===== config.mk =====
export PLATFORM = sky130hd
export DESIGN_NAME = regfile_wb_arbiter
export DESIGN_NICKNAME = d
export VERILOG_FILES = /design/src/rtl/akarin_pkg.sv /design/src/rtl/regfile_wb_arbiter_grant.sv /design/src/rtl/regfile_wb_arbiter.sv
export SDC_FILE = /design/constraint.sdc
export NUM_CORES = 1
export LEC_CHECK = 0
export BUFFER_PORTS_ARGS = -buffer_cell sky130_fd_sc_hd__buf_4
export CORE_MARGIN = 2
export CORE_UTILIZATION = 43
export CTS_BUF_LIST = sky130_fd_sc_hd__clkbuf_8 sky130_fd_sc_hd__clkbuf_16
export CTS_CLUSTER_SIZE = 8
export DETAILED_ROUTE_END_ITERATION = 12
export PLACE_DENSITY = 0.83
export SLEW_MARGIN = 20
export SYNTH_ARGS = -nofsm -noshare
export SYNTH_HDL_FRONTEND = slang
export SYNTH_HIERARCHICAL = 1
export SYNTH_SLANG_ARGS = --single-unit

===== constraint.sdc =====
create_clock -name clk -period 1.9 [get_ports clk]
set_input_delay 0.38 -clock clk [delete_from_list [all_inputs] [get_ports clk]]
set_output_delay 0.38 -clock clk [all_outputs]
set_load 0.005 [all_outputs]

===== src/rtl/akarin_pkg.sv =====
`default_nettype none
// ============================================================================
// Module   : akarin_pkg
// Brief    : Shared register-file types and constants for the write-back path.
// Revision : 1.0  initial release
// ============================================================================
package akarin_pkg;

    typedef logic [4:0]  regnum_t;
    typedef logic [31:0] word_t;

    // Arbitration priority; LSU_PRI is the reset/default state.
    typedef enum logic [0:0] {
        LSU_PRI = 1'b0,
        ALU_PRI = 1'b1
    } wb_pri_e;

    localparam regnum_t REG_ZERO = 5'd0;

    // x0 is hard-wired to zero, so writes to it are accepted but never committed.
    function automatic logic is_live_write(input regnum_t rd);
        return rd != REG_ZERO;
    endfunction

endpackage : akarin_pkg
`default_nettype wire


===== src/rtl/regfile_wb_arbiter_grant.sv =====
`default_nettype none
// ============================================================================
// Module   : wb_grant
// Brief    : Combinational two-way grant for the register-file write port.
// Revision : 1.0  initial release
// ============================================================================
module wb_grant
    import akarin_pkg::*;
(
    input  logic    i_alu_valid,
    input  logic    i_lsu_valid,
    input  wb_pri_e i_pri,
    output logic    o_alu_ready,
    output logic    o_lsu_ready,
    output logic    o_sel_alu
);

    logic w_sel_alu;

    // ALU wins when alone, or when contested while it holds priority.
    assign w_sel_alu   = i_alu_valid & (~i_lsu_valid | (i_pri == ALU_PRI));

    assign o_sel_alu   = w_sel_alu;
    assign o_alu_ready = w_sel_alu;
    assign o_lsu_ready = i_lsu_valid & ~w_sel_alu;

endmodule : wb_grant
`default_nettype wire


===== src/rtl/regfile_wb_arbiter.sv =====
`default_nettype none
// ============================================================================
// Module   : regfile_wb_arbiter
// Brief    : ALU/LSU write-back arbiter with ALU starvation guard.
// Revision : 1.0  initial release
// ============================================================================
module regfile_wb_arbiter
    import akarin_pkg::*;
#(
    parameter int unsigned STARVE_LIMIT = 3
) (
    input  logic        clk,
    input  logic        rst,

    input  logic        aluValid_i,
    input  logic [4:0]  aluRd_i,
    input  logic [31:0] aluVal_i,
    output logic        aluReady_o,

    input  logic        lsuValid_i,
    input  logic [4:0]  lsuRd_i,
    input  logic [31:0] lsuVal_i,
    output logic        lsuReady_o,

    output logic        regWrite_o,
    output logic [4:0]  rdNum_o,
    output logic [31:0] rdVal_o,
    output logic        aluStarved_o
);

    localparam int unsigned     CNT_W   = $clog2(STARVE_LIMIT + 1);
    localparam logic [CNT_W-1:0] c_LIMIT = CNT_W'(STARVE_LIMIT);
    localparam logic [CNT_W-1:0] c_ONE   = CNT_W'(1);

    wb_pri_e          r_pri;
    wb_pri_e          w_pri_nxt;
    logic [CNT_W-1:0] r_wait_cnt;
    logic [CNT_W-1:0] w_wait_cnt_nxt;

    logic    r_reg_write;
    regnum_t r_rd_num;
    word_t   r_rd_val;

    logic    w_alu_ready;
    logic    w_lsu_ready;
    logic    w_sel_alu;
    logic    w_contested;
    logic    w_xfer;
    regnum_t w_win_rd;
    word_t   w_win_val;

    wb_grant u_grant (
        .i_alu_valid (aluValid_i),
        .i_lsu_valid (lsuValid_i),
        .i_pri       (r_pri),
        .o_alu_ready (w_alu_ready),
        .o_lsu_ready (w_lsu_ready),
        .o_sel_alu   (w_sel_alu)
    );

    assign w_contested = aluValid_i & lsuValid_i;
    assign w_xfer      = w_alu_ready | w_lsu_ready;
    assign w_win_rd    = w_sel_alu ? aluRd_i  : lsuRd_i;
    assign w_win_val   = w_sel_alu ? aluVal_i : lsuVal_i;

    // Priority flips as soon as the count reaches the limit, so the very
    // next contested cycle is the forced ALU win.
    always_comb begin
        w_wait_cnt_nxt = r_wait_cnt;
        w_pri_nxt      = r_pri;
        if (w_alu_ready) begin
            w_wait_cnt_nxt = '0;
            w_pri_nxt      = LSU_PRI;
        end else begin
            if (w_contested && (r_wait_cnt != c_LIMIT)) begin
                w_wait_cnt_nxt = r_wait_cnt + c_ONE;
            end
            if ((r_pri == LSU_PRI) && (w_wait_cnt_nxt == c_LIMIT)) begin
                w_pri_nxt = ALU_PRI;
            end
        end
    end

    always_ff @(posedge clk) begin
        if (rst) begin
            r_pri       <= LSU_PRI;
            r_wait_cnt  <= '0;
            r_reg_write <= 1'b0;
            r_rd_num    <= REG_ZERO;
            r_rd_val    <= '0;
        end else begin
            r_pri       <= w_pri_nxt;
            r_wait_cnt  <= w_wait_cnt_nxt;
            r_reg_write <= w_xfer & is_live_write(w_win_rd);
            if (w_xfer) begin
                r_rd_num <= w_win_rd;
                r_rd_val <= w_win_val;
            end
        end
    end

    assign aluReady_o   = w_alu_ready;
    assign lsuReady_o   = w_lsu_ready;
    assign regWrite_o   = r_reg_write;
    assign rdNum_o      = r_rd_num;
    assign rdVal_o      = r_rd_val;
    assign aluStarved_o = (r_pri == ALU_PRI);

endmodule : regfile_wb_arbiter
`default_nettype wire


== Word-level counts from Yosys, hierarchy flattened ==
Index checks and enable logic that the tools add are counted.

* Bits in registers: 41
* Input bits: 78
* Output and inout port bits: 41

* Add/sub/neg operators: 1
* Equality and inequality tests: 2
* Multiplexer cells: 4
* Bitwise operators: 9
* Reduce and logical (&&, ||, !) cells: 4

{| class="wikitable"
|+ Operators with widths
! kind !! count
|-
| 2-to-1 mux 32 bit || 1
|-
| 2-to-1 mux 5 bit || 1
|-
| nonzero test 5 bit || 1
|-
| AND 1 bit || 4
|-
| 2-to-1 mux 2 bit || 2
|-
| NOT 1 bit || 3
|-
| adder 2 x 1 -> 2 bit, second input constant || 1
|-
| == test 2 bit, second input constant || 1
|-
| logical AND 1 bit || 2
|-
| inequality test 2 bit, second input constant || 1
|-
| OR 1 bit || 2
|-
| OR reduction 2 bit || 1
|}

== Longest topological paths before layout ==
* Depth in word-level cells: 7
* Depth in mapped cells: 7

== By module ==
Netlist, hierarchy kept.

{| class="wikitable"
|+ Modules (own cells, without submodules)
! module !! instances !! cells each !! area an instance (sq um) !! sequential area each (sq um)
|-
| regfile_wb_arbiter || 1 || 151 || 1,956.9 || 820.8
|-
| wb_grant || 1 || 4 || 26.3 || 0.0
|}

== Worst setup path before layout ==
No wires, ideal clock.

* Path kind: reg-to-reg
* From: register r_pri, in the netlist aluStarved_o
* To: register r_rd_val[0], in the netlist rdVal_o[0]
* Setup time: 0.115 ns
* Arrival time: 1.578 ns
* Data required time: 1.785 ns
* Path slack: 0.207 ns
* Cell stages (with the launch flop): 8
* Path buffers: 3
* Cells stage by stage: dfxtp_1 > inv_1 > a21boi_1 > buf_4 > buf_6 > clkbuf_4 > mux2i_1 > o2bb2ai_2

* Cells in the longest elaborated chain, start to end: 5
* Elaborated cells between the ends (all ways): 6
* Those cells by class: 1 x mux; 5 x bitwise

{| class="wikitable"
|+ Ends and longest elaborated chain
! element !! line !! RTL
|-
| start: declaration || regfile_wb_arbiter.sv:35 || <nowiki>wb_pri_e r_pri;</nowiki>
|-
| start signal: assignment || regfile_wb_arbiter.sv:92 || <nowiki>r_pri <= w_pri_nxt;</nowiki>
|-
| OR 1 bit * || regfile_wb_arbiter_grant.sv:21 || <nowiki>assign w_sel_alu = i_alu_valid & (~i_lsu_valid | (i_pri == ALU_PRI));</nowiki>
|-
| AND 1 bit * || regfile_wb_arbiter_grant.sv:21 ||
|-
| named net aluReady_o || regfile_wb_arbiter.sv:18 || <nowiki>output logic aluReady_o,</nowiki>
|-
| NOT 1 bit || regfile_wb_arbiter_grant.sv:25 || <nowiki>assign o_lsu_ready = i_lsu_valid & ~w_sel_alu;</nowiki>
|-
| AND 1 bit || regfile_wb_arbiter_grant.sv:25 ||
|-
| OR 1 bit || regfile_wb_arbiter.sv:62 || <nowiki>assign w_xfer = w_alu_ready | w_lsu_ready;</nowiki>
|-
| end signal: assignment || regfile_wb_arbiter.sv:97 || <nowiki>r_rd_val <= w_win_val;</nowiki>
|-
| end: declaration || regfile_wb_arbiter.sv:42 || <nowiki>word_t r_rd_val;</nowiki>
|}

Mark *: on every way through the listed nets, which the timed path passes. The rest lies on a longest branch.
A chain may end at the register's enable or synchronous reset.

== Worst setup path in the final report ==
* From: register r_pri, in the netlist aluStarved_o
* To: output port aluReady_o

* Cells in the longest elaborated chain, start to end: 2

{| class="wikitable"
|+ Ends and longest elaborated chain
! element !! line
|-
| OR 1 bit || regfile_wb_arbiter_grant.sv:21
|-
| AND 1 bit || regfile_wb_arbiter_grant.sv:21
|-
| end: declaration || regfile_wb_arbiter.sv:18
|}

No other way between the ends.

==> summary by stage <==
Setup path
The required time at the endpoint of the critical path is between 1.5 and 2 ns. In this run the worst path has a maximum fanout of 20. The worst reg-to-reg path cell count is 5. The class of the most critical setup path is flop to output pin. The data arrival time of the critical path is 1.35 ns.

The type of origin of the critical path is a flop. The endpoint type of the worst setup path is an output pin.

Global routing
Global routing used between 10% and 20% of the available tracks across all layers. The via count of the first global-routing pass is 1706. Entering global routing, the biggest net connects 28 pins. The first-pass GRT wire length is approximately 7.7 mm. The number of antenna violations at the first check in global routing was 0. For this run the aggregate overflow at the end of global routing stands at 0.

Floorplan
The initial cell density of the core is 45.2%. The region available for standard cell placement spans between 4000 and 5000 um^2. In this run the count of I/O pins placed on the die edge is between 100 and 150. Row generation in the floorplan step produced 24 rows.

The die covers slightly above 5000 um^2. The die outline width is 71.9 um. Measured along the y axis, the die boundary spans about 70 um.

Clock tree
TritonCTS built the clock tree. Clock latency on the worst-skew pair, taken at its later pin, is ~0.29 ns. The number of sinks handled by clock tree synthesis is 41. The buffer count from post-CTS setup fixing is 0. The clock passes through at most 2 buffers. The number of buffers added by the clock tree synthesis step is 5. CTS placed an instance of sky130_fd_sc_hd__clkbuf_8 at the clock tree root. After clock tree synthesis, the repair step resized 0 gates. For this design, the CTS-stage hold fixing added 0 buffers.

The clock slew seen by the registers of the worst setup and hold paths is 0.08 ns. The number of H-tree levels is 2.

Drt
For this block, the via count after detailed routing is 1673. The post-route antenna net violation count is 0. After detailed routing, the number of remaining DRC violations is 0. In this run, the number of DRC markers left after iteration 0 of detailed routing was 44.

The total routed wirelength is roughly 4.8 mm. The number of detailed-route iterations in the first pass is 4. The average wire per cell in the routed design is 14.7 um. After detailed routing, the number of vias per cell comes to between 5 and 6.

Synth
The cell area that synthesis handed to floorplanning was ~2000 um^2. The share of Yosys cell area claimed by the top area cell type is about two fifths. The synthesized area per cell is between 10 and 15 um^2.

The cell type with the largest total area after synthesis is sky130_fd_sc_hd__dfxtp_1. The number of warnings reported in the yosys synthesis log is 6. The number of nets in the synthesized netlist is between 200 and 250. The sequential-to-total area share from yosys stat is approximately 41%.

The post-synthesis cell type count is 25. The synthesized design contains 41 register bits. The number of cells produced by synthesis is ~160. After synthesis, the cell types taking the most area are sky130_fd_sc_hd__dfxtp_1, sky130_fd_sc_hd__o2bb2ai_2, sky130_fd_sc_hd__mux2i_1.

Timing
The period utilization is between 90 and 100%. Summed over all failing endpoints, the final setup total negative slack is 0 ns. Hold timing on the final database bottoms out at a slack of 0.343 ns. Between clock sinks in the finished design, the worst skew comes to 0.00484 ns. Setup violations remaining at the end of the flow were counted as 0. At the pin with the least slew margin, the transition time is 0.374 ns. Once routing completed, OpenROAD measured the worst setup slack at roughly 0.17 ns. Based on the critical path, the design can be clocked at up to between 500 and 600 MHz.

The final hold violation count was 0. The worst-case headroom to the max-slew limit is approximately three quarters. The final-report max-slew violation count is 0. The shortest clock period the worst path allows after layout is 1.73 ns. Setup repair after global routing left no endpoint under its margin.

Power and ir drop
The maximum VDD drop is roughly 0.38 mV. The static leakage is 1.37 nW. Power spread over the standard cell area amounts to approximately 730 nW/um^2.

Cells and area
The final-stage net count is approximately 350. For this run, the share of the core covered by cells in the final layout is 69.2%. Relative to the synthesized area, the layout overhead comes to 53.0%. The repair_antennas step left the layout with diodes totalling 0.

The proportion of layout cells with a drive suffix above 1 is between 60 and 70%.

Job
The max-capacitance violation count is 0.

Place
At the placement stage, the worst setup path has a slack of approximately 0.3 ns. Routability-driven placement finished with a final weighted congestion of about 0.76. The number of I/O port buffers is 118. The post-DP HPWL is 3.71 mm.

Hold path
The number of cells on the worst hold path is 2. The path class of the tightest hold or removal check is input port to flop.

Run status
The flow ran to the end, and the final reports show no timing, DRC or antenna violations.
-- cell usage after synthesis --
library cell                number
sky130_fd_sc_hd__ha_1            1
sky130_fd_sc_hd__o2bb2ai_1       2
sky130_fd_sc_hd__xor2_1          1
sky130_fd_sc_hd__a21oi_1         1
sky130_fd_sc_hd__clkbuf_4        2
sky130_fd_sc_hd__mux2i_1        38
sky130_fd_sc_hd__a21boi_0        1
sky130_fd_sc_hd__or4b_1          1
sky130_fd_sc_hd__or4_1           1
sky130_fd_sc_hd__inv_1           1
sky130_fd_sc_hd__a211oi_1        5
sky130_fd_sc_hd__buf_2           3
sky130_fd_sc_hd__nor3_1          6
sky130_fd_sc_hd__dfxtp_1        41
sky130_fd_sc_hd__nand2b_1        1
sky130_fd_sc_hd__nor2_1          5
sky130_fd_sc_hd__o2bb2ai_2      30
sky130_fd_sc_hd__buf_4           4
sky130_fd_sc_hd__buf_6           5
sky130_fd_sc_hd__nand3b_1        1
sky130_fd_sc_hd__nor2_4          1
sky130_fd_sc_hd__a2111oi_0       1
sky130_fd_sc_hd__a21boi_1        1
sky130_fd_sc_hd__nor2b_1         1
sky130_fd_sc_hd__or2_4           1
-- per-stage QoR --
stage          total power, mW  area, um^2  std cells
5_1_grt                   2.32        3030        325
2_1_floorplan             1.24        1980        155
6_report                  2.22        3030        325
3_3_place_gp              1.50        2910        317
4_1_cts                   2.24        3030        325
3_5_place_dp              1.51        2910        317
-- power by group --
group / switching (mW) / total [mW] / internal, mW / leakage [nW]
clock: 0.303 / 0.730 / 0.427 / 0.0574
combinational: 0.199 / 0.504 / 0.305 / 0.970
sequential: 0.0513 / 0.983 / 0.932 / 0.339
-- worst max-delay path, cell delays in order, from the launching register on --
cell                       delay, ns
sky130_fd_sc_hd__dfxtp_1        0.41
sky130_fd_sc_hd__inv_1          0.10
sky130_fd_sc_hd__a21boi_4       0.22
sky130_fd_sc_hd__buf_12         0.21
sky130_fd_sc_hd__buf_4          0.13
-- path summary, 6_finish.rpt --
path / slack (ns) / endpoint / from
max: 0.17 / aluReady_o / aluStarved_o$_SDFFE_PP0P_
max reg2reg: 0.31 / rdVal_o[28]$_SDFFE_PP0P_ / aluStarved_o$_SDFFE_PP0P_
min reg2reg: 0.47 / rdVal_o[1]$_SDFFE_PP0P_ / rdVal_o[1]$_SDFFE_PP0P_
min: 0.34 / rdNum_o[3]$_SDFFE_PP0P_ / rst
-- per-layer routing --
layer | wire length (um) | GRT usage [%] | up-vias
met1 | 1830 | 21.8 | 769
li1 | - | - | 827
met4 | 53 | 6.08 | 0
met5 | 0 | 0 | -
met2 | 2420 | 32.4 | 71
met3 | 462 | 6.53 | 6
-- state kept, by name, indices dropped and copies added (netlist names) --
name / count
rdNum_o: 5
rdVal_o: 32
aluStarved_o: 1
r_wait_cnt: 2
regWrite_o: 1
-- cell families after synthesis --
| logic type | Yosys count | synth area share [%] |
|---|---|---|
| AO/OA/AOI/OAI | 41 | 26.9 |
| multiplexers | 38 | 19.2 |
| adder cells (fa/ha/maj) | 1 | 0.631 |
| AND/OR/NAND/NOR | 18 | 5.36 |
| buffers and inverters | 15 | 6.06 |
| flip-flops | 41 | 41.4 |
| XOR/XNOR | 1 | 0.442 |
-- cells in the final DEF, fill, tap and decap left out, drive strengths merged --
cell	netlist	layout
a2111oi	1	1
a211oi	5	5
a21boi	2	2
a21oi	1	1
buf	12	124
bufinv	0	1
clkbuf	2	6
clkinvlp	0	1
dfxtp	41	41
ha	1	1
inv	1	1
mux2i	38	38
nand2b	1	1
nand3b	1	1
nor2	6	6
nor2b	1	1
nor3	6	6
o2bb2ai	32	32
or2	1	1
or4	1	1
or4b	1	1
xor2	1	1
-- area by class of cell --
cell class | count | area (um^2)
fillers | 358 | 1350
repair buffers | 124 | 968
flip-flops and latches | 41 | 821
inverters | 1 | 3.75
clock buffers | 6 | 82.6
well taps | 52 | 65.1
clock inverters | 2 | 37.5
multi-input cells | 99 | 1060
Note: power is estimated with default switching activity, not from simulation.
